`src/rtl/mem_slot_pkg.sv`:
```
// Shared encodings for the memory-slot scheduler: grant codes, FSM states, slot ticks.
package mem_slot_pkg;

    typedef logic [2:0] grant_t;

    localparam grant_t GNT_IDLE = 3'd0;
    localparam grant_t GNT_CPU  = 3'd1;
    localparam grant_t GNT_VID  = 3'd2;
    localparam grant_t GNT_SND  = 3'd3;
    localparam grant_t GNT_DSKI = 3'd4;
    localparam grant_t GNT_DSKE = 3'd5;

    typedef logic [1:0] state_t;

    localparam state_t ST_IDLE = 2'd0;
    localparam state_t ST_ADDR = 2'd1;
    localparam state_t ST_DATA = 2'd2;

    localparam logic [1:0] SLOT_A = 2'd0;
    localparam logic [1:0] SLOT_B = 2'd2;

    // One-hot {dske, dski, snd, vid, cpu} for a grant code; zero for idle.
    function automatic logic [4:0] gntMask(grant_t g);
        logic [4:0] m;
        m = '0;
        if (g >= GNT_CPU && g <= GNT_DSKE) begin
            m[g - 3'd1] = 1'b1;
        end
        return m;
    endfunction

endpackage

```
`src/rtl/mem_slot_sched_if.sv`:
```
// Request/acknowledge bundle between the requesters and the memory-slot scheduler.
interface mem_slot_sched_if #(
    parameter int unsigned VMISS_W = 8
);
    logic               cpuReq;
    logic               vidReq;
    logic               sndReq;
    logic               dskReqInt;
    logic               dskReqExt;
    logic [2:0]         grant;
    logic               cpuBusControl;
    logic               videoBusControl;
    logic               memoryLatch;
    logic               cpuAck;
    logic               vidAck;
    logic               sndAck;
    logic               dskReadAckInt;
    logic               dskReadAckExt;
    logic [VMISS_W-1:0] vidMiss;

    modport master (
        output cpuReq, vidReq, sndReq, dskReqInt, dskReqExt,
        input  grant, cpuBusControl, videoBusControl, memoryLatch,
        input  cpuAck, vidAck, sndAck, dskReadAckInt, dskReadAckExt, vidMiss
    );

    modport slave (
        input  cpuReq, vidReq, sndReq, dskReqInt, dskReqExt,
        output grant, cpuBusControl, videoBusControl, memoryLatch,
        output cpuAck, vidAck, sndAck, dskReadAckInt, dskReadAckExt, vidMiss
    );
endinterface

```
`src/rtl/mem_slot_prio.sv`:
```
// Combinational slot-priority picker. MEM_SLOT_DSK_RR_EN makes the two disks share
// one level with round-robin.
module mem_slot_prio
    import mem_slot_pkg::*;
(
    input  logic [3:0] pend,        // {dske, dski, snd, vid}
    input  logic       cpuReq,
    input  logic       slotB,
`ifdef MEM_SLOT_DSK_RR_EN
    input  logic       dskLastInt,
`endif
    output grant_t     winner
);
    logic dskIntWins;

    always_comb begin
`ifdef MEM_SLOT_DSK_RR_EN
        // With both drives waiting, the one not served last goes first.
        dskIntWins = pend[2] && !(pend[3] && dskLastInt);
`else
        dskIntWins = pend[2];
`endif
        winner = GNT_IDLE;
        if (slotB && cpuReq) begin
            winner = GNT_CPU;
        end else if (pend[0]) begin
            winner = GNT_VID;
        end else if (pend[1]) begin
            winner = GNT_SND;
        end else if (dskIntWins) begin
            winner = GNT_DSKI;
        end else if (pend[3]) begin
            winner = GNT_DSKE;
        end else if (cpuReq) begin
            winner = GNT_CPU;
        end
    end

endmodule

```
`src/rtl/mem_slot_sched.sv`:
```
// Shares the RAM/ROM data port between CPU, video, sound and two disk DMAs in 2-tick slots.
// MEM_SLOT_DSK_RR_EN enables round-robin between the internal and external disk.
module mem_slot_sched
    import mem_slot_pkg::*;
#(
    parameter int unsigned VMISS_W = 8
) (
    input logic             clk32,
    input logic             _reset,
    input logic             clk8_en_p,
    mem_slot_sched_if.slave bus
);
    logic [1:0]         tickQ;
    state_t             stateQ, stateD;
    grant_t             grantQ, grantD, nextGrantQ, winner;
    logic [3:0]         pendQ, pendD;   // {dske, dski, snd, vid}
    logic [4:0]         ackQ;           // {dske, dski, snd, vid, cpu}
    logic               latchQ;
    logic               cpuBusQ, vidBusQ;
    logic [VMISS_W-1:0] vidMissQ;
    logic [4:0]         busyMask;
    logic               arbTick, completing;

    assign arbTick    = clk8_en_p && (tickQ == SLOT_A || tickQ == SLOT_B);
    assign completing = clk8_en_p && (stateQ == ST_DATA);

    // The requester being finished or acked must not win the slot that follows it.
    assign busyMask = ((stateQ == ST_DATA) ? gntMask(grantQ) : 5'd0) | ackQ;

`ifdef MEM_SLOT_DSK_RR_EN
    logic dskLastIntQ;

    always_ff @(posedge clk32 or negedge _reset) begin
        if (!_reset) begin
            dskLastIntQ <= 1'b0;
        end else if (ackQ[3]) begin
            dskLastIntQ <= 1'b1;
        end else if (ackQ[4]) begin
            dskLastIntQ <= 1'b0;
        end
    end
`endif

    mem_slot_prio uPrio (
        .pend       (pendQ & ~busyMask[4:1]),
        .cpuReq     (bus.cpuReq & ~busyMask[0]),
        .slotB      (tickQ == SLOT_B),
`ifdef MEM_SLOT_DSK_RR_EN
        .dskLastInt (dskLastIntQ),
`endif
        .winner     (winner)
    );

    always_comb begin
        pendD = (pendQ & ~ackQ[4:1])
              | {bus.dskReqExt, bus.dskReqInt, bus.sndReq, bus.vidReq};

        stateD = stateQ;
        unique case (stateQ)
            ST_IDLE: if (arbTick && winner != GNT_IDLE) stateD = ST_ADDR;
            ST_ADDR: if (clk8_en_p) stateD = ST_DATA;
            ST_DATA: if (clk8_en_p) stateD = (arbTick && winner != GNT_IDLE) ? ST_ADDR : ST_IDLE;
            default: stateD = ST_IDLE;
        endcase

        // Grant hands over only after the ack cycle of the previous owner.
        grantD = grantQ;
        if (latchQ) grantD = nextGrantQ;
        if (stateQ == ST_IDLE && arbTick) grantD = winner;
    end

    always_ff @(posedge clk32 or negedge _reset) begin
        if (!_reset) begin
            tickQ      <= 2'd0;
            stateQ     <= ST_IDLE;
            grantQ     <= GNT_IDLE;
            nextGrantQ <= GNT_IDLE;
            pendQ      <= 4'd0;
            ackQ       <= 5'd0;
            latchQ     <= 1'b0;
            cpuBusQ    <= 1'b0;
            vidBusQ    <= 1'b0;
            vidMissQ   <= '0;
        end else begin
            if (clk8_en_p) tickQ <= tickQ + 2'd1;
            stateQ  <= stateD;
            grantQ  <= grantD;
            pendQ   <= pendD;
            cpuBusQ <= (grantD == GNT_CPU);
            vidBusQ <= (grantD inside {GNT_VID, GNT_SND, GNT_DSKI, GNT_DSKE});
            if (completing) begin
                ackQ       <= gntMask(grantQ);
                latchQ     <= 1'b1;
                nextGrantQ <= arbTick ? winner : GNT_IDLE;
            end else begin
                ackQ   <= 5'd0;
                latchQ <= 1'b0;
            end
            if (bus.vidReq && pendQ[0] && !ackQ[1] && vidMissQ != '1) begin
                vidMissQ <= vidMissQ + 1'b1;
            end
        end
    end

    assign bus.grant           = grantQ;
    assign bus.cpuBusControl   = cpuBusQ;
    assign bus.videoBusControl = vidBusQ;
    assign bus.memoryLatch     = latchQ;
    assign bus.cpuAck          = ackQ[0];
    assign bus.vidAck          = ackQ[1];
    assign bus.sndAck          = ackQ[2];
    assign bus.dskReadAckInt   = ackQ[3];
    assign bus.dskReadAckExt   = ackQ[4];
    assign bus.vidMiss         = vidMissQ;

endmodule

```
`src/flat_wrapper.sv`:
```
// flat-port wrapper written by rule: the top's interface ports become plain ports
module mem_slot_sched_flat import mem_slot_pkg::*;
#(
    parameter int unsigned VMISS_W = 8
)
  (clk32, _reset, clk8_en_p, bus_cpuReq, bus_vidReq, bus_sndReq, bus_dskReqInt, bus_dskReqExt, bus_grant, bus_cpuBusControl, bus_videoBusControl, bus_memoryLatch, bus_cpuAck, bus_vidAck, bus_sndAck, bus_dskReadAckInt, bus_dskReadAckExt, bus_vidMiss);
  mem_slot_sched_if #(.VMISS_W(VMISS_W)) bus_i ();
  input logic clk32;
  input logic _reset;
  input logic clk8_en_p;
  input wire logic [$bits(bus_i.cpuReq)-1:0] bus_cpuReq;
  input wire logic [$bits(bus_i.vidReq)-1:0] bus_vidReq;
  input wire logic [$bits(bus_i.sndReq)-1:0] bus_sndReq;
  input wire logic [$bits(bus_i.dskReqInt)-1:0] bus_dskReqInt;
  input wire logic [$bits(bus_i.dskReqExt)-1:0] bus_dskReqExt;
  output wire logic [$bits(bus_i.grant)-1:0] bus_grant;
  output wire logic [$bits(bus_i.cpuBusControl)-1:0] bus_cpuBusControl;
  output wire logic [$bits(bus_i.videoBusControl)-1:0] bus_videoBusControl;
  output wire logic [$bits(bus_i.memoryLatch)-1:0] bus_memoryLatch;
  output wire logic [$bits(bus_i.cpuAck)-1:0] bus_cpuAck;
  output wire logic [$bits(bus_i.vidAck)-1:0] bus_vidAck;
  output wire logic [$bits(bus_i.sndAck)-1:0] bus_sndAck;
  output wire logic [$bits(bus_i.dskReadAckInt)-1:0] bus_dskReadAckInt;
  output wire logic [$bits(bus_i.dskReadAckExt)-1:0] bus_dskReadAckExt;
  output wire logic [$bits(bus_i.vidMiss)-1:0] bus_vidMiss;
  assign bus_i.cpuReq = bus_cpuReq;
  assign bus_i.vidReq = bus_vidReq;
  assign bus_i.sndReq = bus_sndReq;
  assign bus_i.dskReqInt = bus_dskReqInt;
  assign bus_i.dskReqExt = bus_dskReqExt;
  assign bus_grant = bus_i.grant;
  assign bus_cpuBusControl = bus_i.cpuBusControl;
  assign bus_videoBusControl = bus_i.videoBusControl;
  assign bus_memoryLatch = bus_i.memoryLatch;
  assign bus_cpuAck = bus_i.cpuAck;
  assign bus_vidAck = bus_i.vidAck;
  assign bus_sndAck = bus_i.sndAck;
  assign bus_dskReadAckInt = bus_i.dskReadAckInt;
  assign bus_dskReadAckExt = bus_i.dskReadAckExt;
  assign bus_vidMiss = bus_i.vidMiss;
  mem_slot_sched #(.VMISS_W(VMISS_W)) u_core (.clk32(clk32), ._reset(_reset), .clk8_en_p(clk8_en_p), .bus(bus_i));
endmodule
```
`config.mk`:
```
export PLATFORM = sky130hd
export DESIGN_NAME = mem_slot_sched_flat
export DESIGN_NICKNAME = d
export VERILOG_FILES = /design/src/rtl/mem_slot_pkg.sv /design/src/rtl/mem_slot_sched_if.sv /design/src/rtl/mem_slot_prio.sv /design/src/rtl/mem_slot_sched.sv /design/src/flat_wrapper.sv
export SDC_FILE = /design/constraint.sdc
export NUM_CORES = 1
export LEC_CHECK = 0
export ABC_AREA = 1
export CAP_MARGIN = 0
export CORE_MARGIN = 8
export CORE_UTILIZATION = 66
export DETAILED_ROUTE_END_ITERATION = 6
export DONT_BUFFER_PORTS = 1
export PLACE_DENSITY = 0.82
export REMOVE_ABC_BUFFERS = 1
export SLEW_MARGIN = 20
export SYNTH_ARGS = -nofsm -noshare
export SYNTH_HDL_FRONTEND = slang
export SYNTH_SLANG_ARGS = --single-unit
```
`constraint.sdc`:
```
create_clock -name clk32 -period 5 [get_ports clk32]
set_input_delay 0.5 -clock clk32 [delete_from_list [all_inputs] [get_ports clk32]]
set_output_delay 0.5 -clock clk32 [all_outputs]
set_load 0.02 [all_outputs]
```
==> results.py, run 1 <==
metrics = {
    "placement": {
        "globalplace.congestion": 0.917,
        "dp_slack_ns": 2.86,
        "detailed_place_hpwl_microns": 2370,
        "place.port_buffers": 0,
    },
    "floorplanning": {
        "dieWidth_microns": 64.2,
        "die_area_sq_mm": 0.00412,
        "initial_utilization_pct": 69.3,
        "top_level_ports": 27,
        "design.core.area_sq_mm": 0.00221,
        "rows": 17,
        "die_y_microns": 64.2,
    },
    "timing": {
        "achievable-frequency_mhz": 460,
        "post-route-min-period_ns": 2.17,
        "setup_viol_count_final": 0,
        "final_min_period_over_clock_period_pct": 43.4,
        "timing.max_slew.rel_slack_pct": 75.8,
        "finalHoldViolations": 0,
        "final-max-slew-violation-count": 0,
        "postLayoutSetupSlackWorst_ns": 2.83,
        "rsz0062_at_grt": "no",
        "tightestPinTransition_ns": 0.363,
        "worst_clock_skew_ns": 0.00925,
        "setup_total_negative_slack_ns": 0,
    },
    "logic_synthesis": {
        "synth-seq-cells": 30,
        "synth_xor_xnor_area_share_pct": 4.57,
        "async_sr_flop_fraction_pct": 100,
        "syn_inst": 179,
        "seq_area_frac_synth_pct": 49.0,
        "synth_ff_type": "sky130_fd_sc_hd__dfrtp_1",
        "synth.top_cell.area_share_pct": 49.0,
        "synth_simple_gate_area_share_pct": 30.7,
        "yosys.area_share.adder_pct": 4.08,
        "most_instantiated_library_cell_after_synthesis": "sky130_fd_sc_hd__nand2_1",
        "syn_area_sq_mm": 0.00153,
        "multiplexer_area_fraction_after_synthesis_pct": 0,
        "ys_top_cells_by_area": "sky130_fd_sc_hd__dfrtp_1 (49%), sky130_fd_sc_hd__nand2_1 (8.8%), sky130_fd_sc_hd__inv_1 (6.6%)",
        "synth_enable_flop_cells": 0,
        "synth_compound_area_share_pct": 4.08,
        "yosys_warnings": 0,
        "synth.top_cells.by_count": "sky130_fd_sc_hd__nand2_1 (36), sky130_fd_sc_hd__dfrtp_1 (30), sky130_fd_sc_hd__inv_1 (27), sky130_fd_sc_hd__nor2_1 (18), sky130_fd_sc_hd__nand3_1 (13)",
        "synth_top_family_by_area": "simple AND/OR/NAND/NOR gates",
        "average_size_of_a_mapped_cell_sq_um": 8.56,
        "synth_top_cell_by_area": "sky130_fd_sc_hd__dfrtp_1",
        "post_synth_num_cell_types": 24,
    },
    "routing": {
        "drt_first_iter_violations": 56,
        "post_drt_via_cell_ratio": 5.40,
        "routed-via-count": 1155,
        "drt-wirelength-per-cell_microns": 14.4,
        "drt_wl_total_microns": 3090,
        "drt-pass1-iter-count": 4,
        "drc": 0,
        "drtAntennaViolNets": 0,
    },
    "cts": {
        "numCtsBuffers": 5,
        "clock-sinks": 30,
        "clock_path_buffers": 2,
        "clock_insertion_delay_worst_skew_ns": 0.32,
        "cts_tree": "done",
        "worst_setup_hold_path_clk_slew_ns": 0.08,
        "root_cell_of_the_clock_tree": "sky130_fd_sc_hd__clkbuf_4",
        "h-tree-depth": 2,
        "cts.repair_timing.setup_buffer_count": 0,
    },
    "worst_setup_path": {
        "cp_endpoint_kind": "flip-flop",
        "worst-endpoint-arrival_ns": 2.39,
        "worst_setup_path_start_kind": "flip-flop",
        "timing_worst_setup_path_type": "flip-flop to flip-flop",
        "worstRegToRegCells": 13,
        "critical_path_required_ns": 5.22,
        "crit_path_max_fanout": 7,
    },
    "grt": {
        "antenna_found_initial": 0,
        "grt_overflow_total": 0,
        "grt_max_degree": 31,
        "first_global_vias": 1103,
        "first_pass_grt_wire_length_microns": 4980,
        "grt_use_total_pct": 15.6,
    },
    "power": {
        "ir_worst_vdd_mv": 0.386,
        "report.power.total_mw": 0.913,
        "power_density_relative_to_cell_area_mw_per_mm2": 555,
        "leakagePower_nw": 0.850,
    },
    "final_layout": {
        "nets": 200,
        "layout-area-overhead-vs-synth_pct": 7.35,
        "antenna_cells": 0,
        "layout-drive-gt1-share_pct": 16.7,
    },
    "status": {
        "outcome": "completed",
    },
    "run": {
        "timing.max_cap.violations": 0,
    },
    "min_path": {
        "classification_of_the_worst_slack_hold_path": "input pin to flip-flop",
        "min_path_cells": 1,
    },
}
-- sequential cells by signal, indices dropped and copies added (netlist names), 2 cells and up --
name	cells
u_core.ackQ	5
u_core.nextGrantQ	3
u_core.stateQ	2
u_core.bus.vidMiss	8
u_core.pendQ	4
u_core.tickQ	2
u_core.bus.grant	3
-- through the flow --
stage                     utilization, %  cells  cell area [sq um]  hold WS, ns
after detailed placement            70.7    206               1560        0.205
after CTS                           74.4    214               1650        0.252
final                               74.4    214               1650        0.267
after global routing                74.4    214               1650        0.236
after floorplan                        -    178               1530        0.204
after global placement              70.7    206               1560        0.205
-- area by class of cell --
class / instances / area (sq um)
inverters: 30 / 113
multi-input cells: 118 / 666
well taps: 28 / 35.0
repair buffers: 2 / 30.0
clock buffers: 6 / 51.3
fillers: 167 / 567
flip-flops and latches: 30 / 751
-- what timing repair did --
item | 4_1_cts | 5_1_grt
setup endpoints to repair | 0 | 0
resized for setup | 0 | 0
hold buffers | 2 | 0
hold endpoints to repair | 30 | 0
-- cell usage in the layout, fill, tap and decap left out, types with 2 or more instances in the layout --
master,count
sky130_fd_sc_hd__clkbuf_4,5
sky130_fd_sc_hd__dfrtp_1,30
sky130_fd_sc_hd__ha_1,5
sky130_fd_sc_hd__inv_1,27
sky130_fd_sc_hd__inv_2,3
sky130_fd_sc_hd__nand2_1,36
sky130_fd_sc_hd__nand2_2,5
sky130_fd_sc_hd__nand3_1,13
sky130_fd_sc_hd__nand3_2,5
sky130_fd_sc_hd__nor2_1,18
sky130_fd_sc_hd__nor2_4,3
sky130_fd_sc_hd__nor3_1,3
sky130_fd_sc_hd__o21ai_0,9
sky130_fd_sc_hd__or2_2,5
sky130_fd_sc_hd__xnor2_1,2
sky130_fd_sc_hd__xor2_1,6
-- critical path, stage by stage, from the launching register on --
cell	delay [ns]
sky130_fd_sc_hd__dfrtp_1	0.56
sky130_fd_sc_hd__inv_1	0.18
sky130_fd_sc_hd__ha_1	0.37
sky130_fd_sc_hd__inv_1	0.09
sky130_fd_sc_hd__nor2_4	0.13
sky130_fd_sc_hd__nand3_2	0.09
sky130_fd_sc_hd__nand2_2	0.10
sky130_fd_sc_hd__nand2_2	0.08
sky130_fd_sc_hd__nand2_1	0.10
sky130_fd_sc_hd__nand2_1	0.05
sky130_fd_sc_hd__nand2_1	0.07
sky130_fd_sc_hd__nand3_1	0.11
sky130_fd_sc_hd__nand2_1	0.08
sky130_fd_sc_hd__inv_1	0.04
-- cells by family after synthesis --
kind of cell,Yosys count
compound gates,12
simple gates,93
xor+xnor,8
fa+ha+maj,5
buf+inv,31
flops,30
-- layer usage --
layer,track usage [%],vias to the layer above,part of all wire [%]
met5,0,-,0
met4,5.72,0,0.58
met1,15.2,553,38
li1,-,569,-
met3,8.19,2,7.9
met2,27.5,31,53
-- final timing paths --
kind | startpoint | to | slack (ns)
min | clk8_en_p | u_core.tickQ[0] | 0.27
min in group asynchronous | _reset | u_core.pendQ[1] | 0.61
max reg2reg | u_core.bus.grant[0] | u_core.bus.videoBusControl | 2.83
min reg2reg | u_core.tickQ[0] | u_core.tickQ[0] | 0.47
max | u_core.bus.grant[0] | u_core.bus.videoBusControl | 2.83
max in group asynchronous | _reset | u_core.nextGrantQ[2] | 4.22
-- where the power goes --
part / leakage (nW) / switching [mW] / internal, mW
clock: 0.0302 / 0.0731 / 0.0632
combinational: 0.456 / 0.204 / 0.118
sequential: 0.364 / 0.140 / 0.314
total: 0.850 / 0.417 / 0.496
Note: power is estimated with default switching activity, not from simulation.
==> inputs of run 2 (changes only) <==
--- a/config.mk
+++ b/config.mk
@@ -8,10 +8,10 @@
 export ABC_AREA = 1
 export CAP_MARGIN = 0
 export CORE_MARGIN = 8
-export CORE_UTILIZATION = 66
+export CORE_UTILIZATION = 61
 export DETAILED_ROUTE_END_ITERATION = 6
 export DONT_BUFFER_PORTS = 1
-export PLACE_DENSITY = 0.82
+export PLACE_DENSITY = 0.77
 export REMOVE_ABC_BUFFERS = 1
 export SLEW_MARGIN = 20
 export SYNTH_ARGS = -nofsm -noshare
==> constraint.sdc (replaced) <==
create_clock -name clk32 -period 2.2 [get_ports clk32]
set_input_delay 0.22 -clock clk32 [delete_from_list [all_inputs] [get_ports clk32]]
set_output_delay 0.22 -clock clk32 [all_outputs]
set_load 0.02 [all_outputs]
==> run 2 against run 1 <==
Effect of this change:
- design area grew 4.6%
- wire length up 2.7%
- sequential power rose by 120%
- hold slack got worse by 0.25 ns
- maximum frequency is 7.5% higher
- global-route usage rose by 0.75 points
- register-to-register slack got worse by 2.6 ns
- clock-buffer cell count up 1
- power is 130% higher
- clock power grew to 2.5 times the previous value
- flip-flop and latch count is the same
==> results.py, run 2 (synthesis results as in run 1) <==
metrics = {
    "floorplanning": {
        "die_y_microns": 66.1,
        "design.core.area_sq_mm": 0.00243,
        "rows": 18,
        "dieWidth_microns": 66.1,
        "top_level_ports": 27,
        "initial_utilization_pct": 63.0,
        "die_area_sq_mm": 0.00437,
    },
    "grt": {
        "global_route.peak_usage_layer": "met2",
        "grt_overflow_total": 0,
        "first_pass_grt_wire_length_microns": 5510,
        "grt_max_degree": 31,
        "grt_use_total_pct": 16.3,
        "globalRouteMet3Util_pct": 7.12,
        "first_global_vias": 1186,
        "met2_usage_pct": 26.9,
        "antenna_found_initial": 0,
        "globalRouteMet1Util_pct": 18.5,
    },
    "cts": {
        "worst_setup_hold_path_clk_slew_ns": 0.10,
        "clock_path_buffers": 2,
        "numCtsBuffers": 5,
        "root_cell_of_the_clock_tree": "sky130_fd_sc_hd__clkbuf_4",
        "cts.repair_timing.setup_buffer_count": 0,
        "h-tree-depth": 2,
        "clock-sinks": 30,
        "cts_tree": "done",
        "clock_insertion_delay_worst_skew_ns": 0.33,
    },
    "placement": {
        "place.port_buffers": 0,
        "detailed_place_hpwl_microns": 2390,
        "dp_slack_ns": 0.221,
        "globalplace.congestion": 0.870,
    },
    "timing": {
        "whs_ns": 0.0132,
        "worst_clock_skew_ns": 0.0124,
        "rsz0062_at_grt": "no",
        "final-max-slew-violation-count": 0,
        "timing.max_slew.rel_slack_pct": 75.9,
        "postLayoutSetupSlackWorst_ns": 0.180,
        "achievable-frequency_mhz": 495,
        "tightestPinTransition_ns": 0.362,
        "post-route-min-period_ns": 2.02,
        "setup_viol_count_final": 0,
        "setup_total_negative_slack_ns": 0,
        "final_min_period_over_clock_period_pct": 91.8,
        "finalHoldViolations": 0,
    },
    "final_layout": {
        "layout-drive-gt1-share_pct": 17.4,
        "nets": 207,
        "max_reg_flops": 8,
        "antenna_cells": 0,
        "layout_common_cells": "sky130_fd_sc_hd__nand2_1 (36), sky130_fd_sc_hd__dfrtp_1 (30), sky130_fd_sc_hd__inv_1 (27), sky130_fd_sc_hd__nor2_1 (18), sky130_fd_sc_hd__nand3_1 (13)",
        "fin_util_pct": 70.8,
        "layout-area-overhead-vs-synth_pct": 12.3,
        "final_common_cell": "sky130_fd_sc_hd__nand2_1",
    },
    "routing": {
        "drt-wirelength-per-cell_microns": 14.1,
        "drt_first_iter_violations": 51,
        "drtAntennaViolNets": 0,
        "post_drt_via_cell_ratio": 5.31,
        "drc": 0,
        "drt-pass1-iter-count": 4,
        "drt_wl_total_microns": 3170,
        "routed-via-count": 1195,
    },
    "min_path": {
        "classification_of_the_worst_slack_hold_path": "input pin to flip-flop",
    },
    "worst_setup_path": {
        "worst-endpoint-arrival_ns": 2.25,
        "worst_setup_path_start_kind": "flip-flop",
        "cp_endpoint_kind": "flip-flop",
        "timing_worst_setup_path_type": "flip-flop to flip-flop",
        "critical_path_required_ns": 2.43,
        "crit_path_max_fanout": 4,
    },
    "run": {
        "timing.max_cap.violations": 0,
    },
    "power": {
        "leakagePower_nw": 0.886,
        "power_density_relative_to_cell_area_mw_per_mm2": 1240,
        "ir_worst_vdd_mv": 0.930,
    },
    "status": {
        "outcome": "completed",
    },
}
[run 2: cell count changes in the layout (fill, tap and decap cells not counted), sizes merged]
cell / delta
dlygate4sd3: +5
buf: +2
clkbuf: +1
clkinv: +1
[run 2: per-stage QoR]
| step | std cells | cell area, sq um | power, mW |
|---|---|---|---|
| floorplan | 178 | 1530 | 1.58 |
| global placement | 210 | 1580 | 1.73 |
| detailed placement | 210 | 1580 | 1.79 |
| CTS | 225 | 1720 | 2.15 |
| global route | 225 | 1720 | 2.30 |
| finish | 225 | 1720 | 2.14 |
[run 2: layout make-up]
class / instances / area (sq um)
Clock buffer: 7 / 55.1
Clock inverter: 1 / 5.00
Fill cell: 198 / 711
Inverter: 30 / 113
Multi-Input combinational cell: 118 / 666
Sequential cell: 30 / 751
Tap cell: 30 / 37.5
Timing Repair Buffer: 9 / 95.1
[run 2: what timing repair did]
action                     in CTS  in global routing
setup endpoints to repair       0                  0
hold endpoints to repair       36                  0
gates resized for setup         0                  0
hold buffers                    7                  0
[run 2: per-layer routing]
metal,part of all wire (%),vias to the layer above
met5,0,-
met3,7.4,6
met4,1.1,0
li1,-,583
met2,52,41
met1,40,565
[run 2: critical path, stage by stage (launching register included)]
cell and delay [ns]:
sky130_fd_sc_hd__dfrtp_1 0.51, sky130_fd_sc_hd__inv_1 0.13, sky130_fd_sc_hd__ha_1 0.35, sky130_fd_sc_hd__inv_1 0.08
sky130_fd_sc_hd__nor2_4 0.13, sky130_fd_sc_hd__nand3_2 0.10, sky130_fd_sc_hd__nand2_2 0.10, sky130_fd_sc_hd__nand2_2 0.09
sky130_fd_sc_hd__nor2_4 0.14, sky130_fd_sc_hd__nand3_2 0.10, sky130_fd_sc_hd__nand2_2 0.07, sky130_fd_sc_hd__nand2_1 0.05
sky130_fd_sc_hd__nand2_1 0.05, sky130_fd_sc_hd__inv_1 0.03
[run 2: power by group]
group          internal (mW)  total, mW  switching [mW]
sequential             0.715      0.990           0.275
combinational          0.297      0.808           0.511
clock                  0.155      0.342           0.188
[run 2: path summary, 6_finish.rpt]
kind                                     start                          to  slack, ns  depth (start not counted)
max in group asynchronous               _reset       u_core.bus.vidMiss[2]       1.71                          2
max                        u_core.bus.grant[1]  u_core.bus.videoBusControl       0.18                         13
min                                  clk8_en_p            u_core.stateQ[1]       0.01                          1
max reg2reg                u_core.bus.grant[1]  u_core.bus.videoBusControl       0.18                         13
min in group asynchronous               _reset             u_core.pendQ[2]       0.32                          2
min reg2reg                    u_core.tickQ[0]             u_core.tickQ[0]       0.48                          1
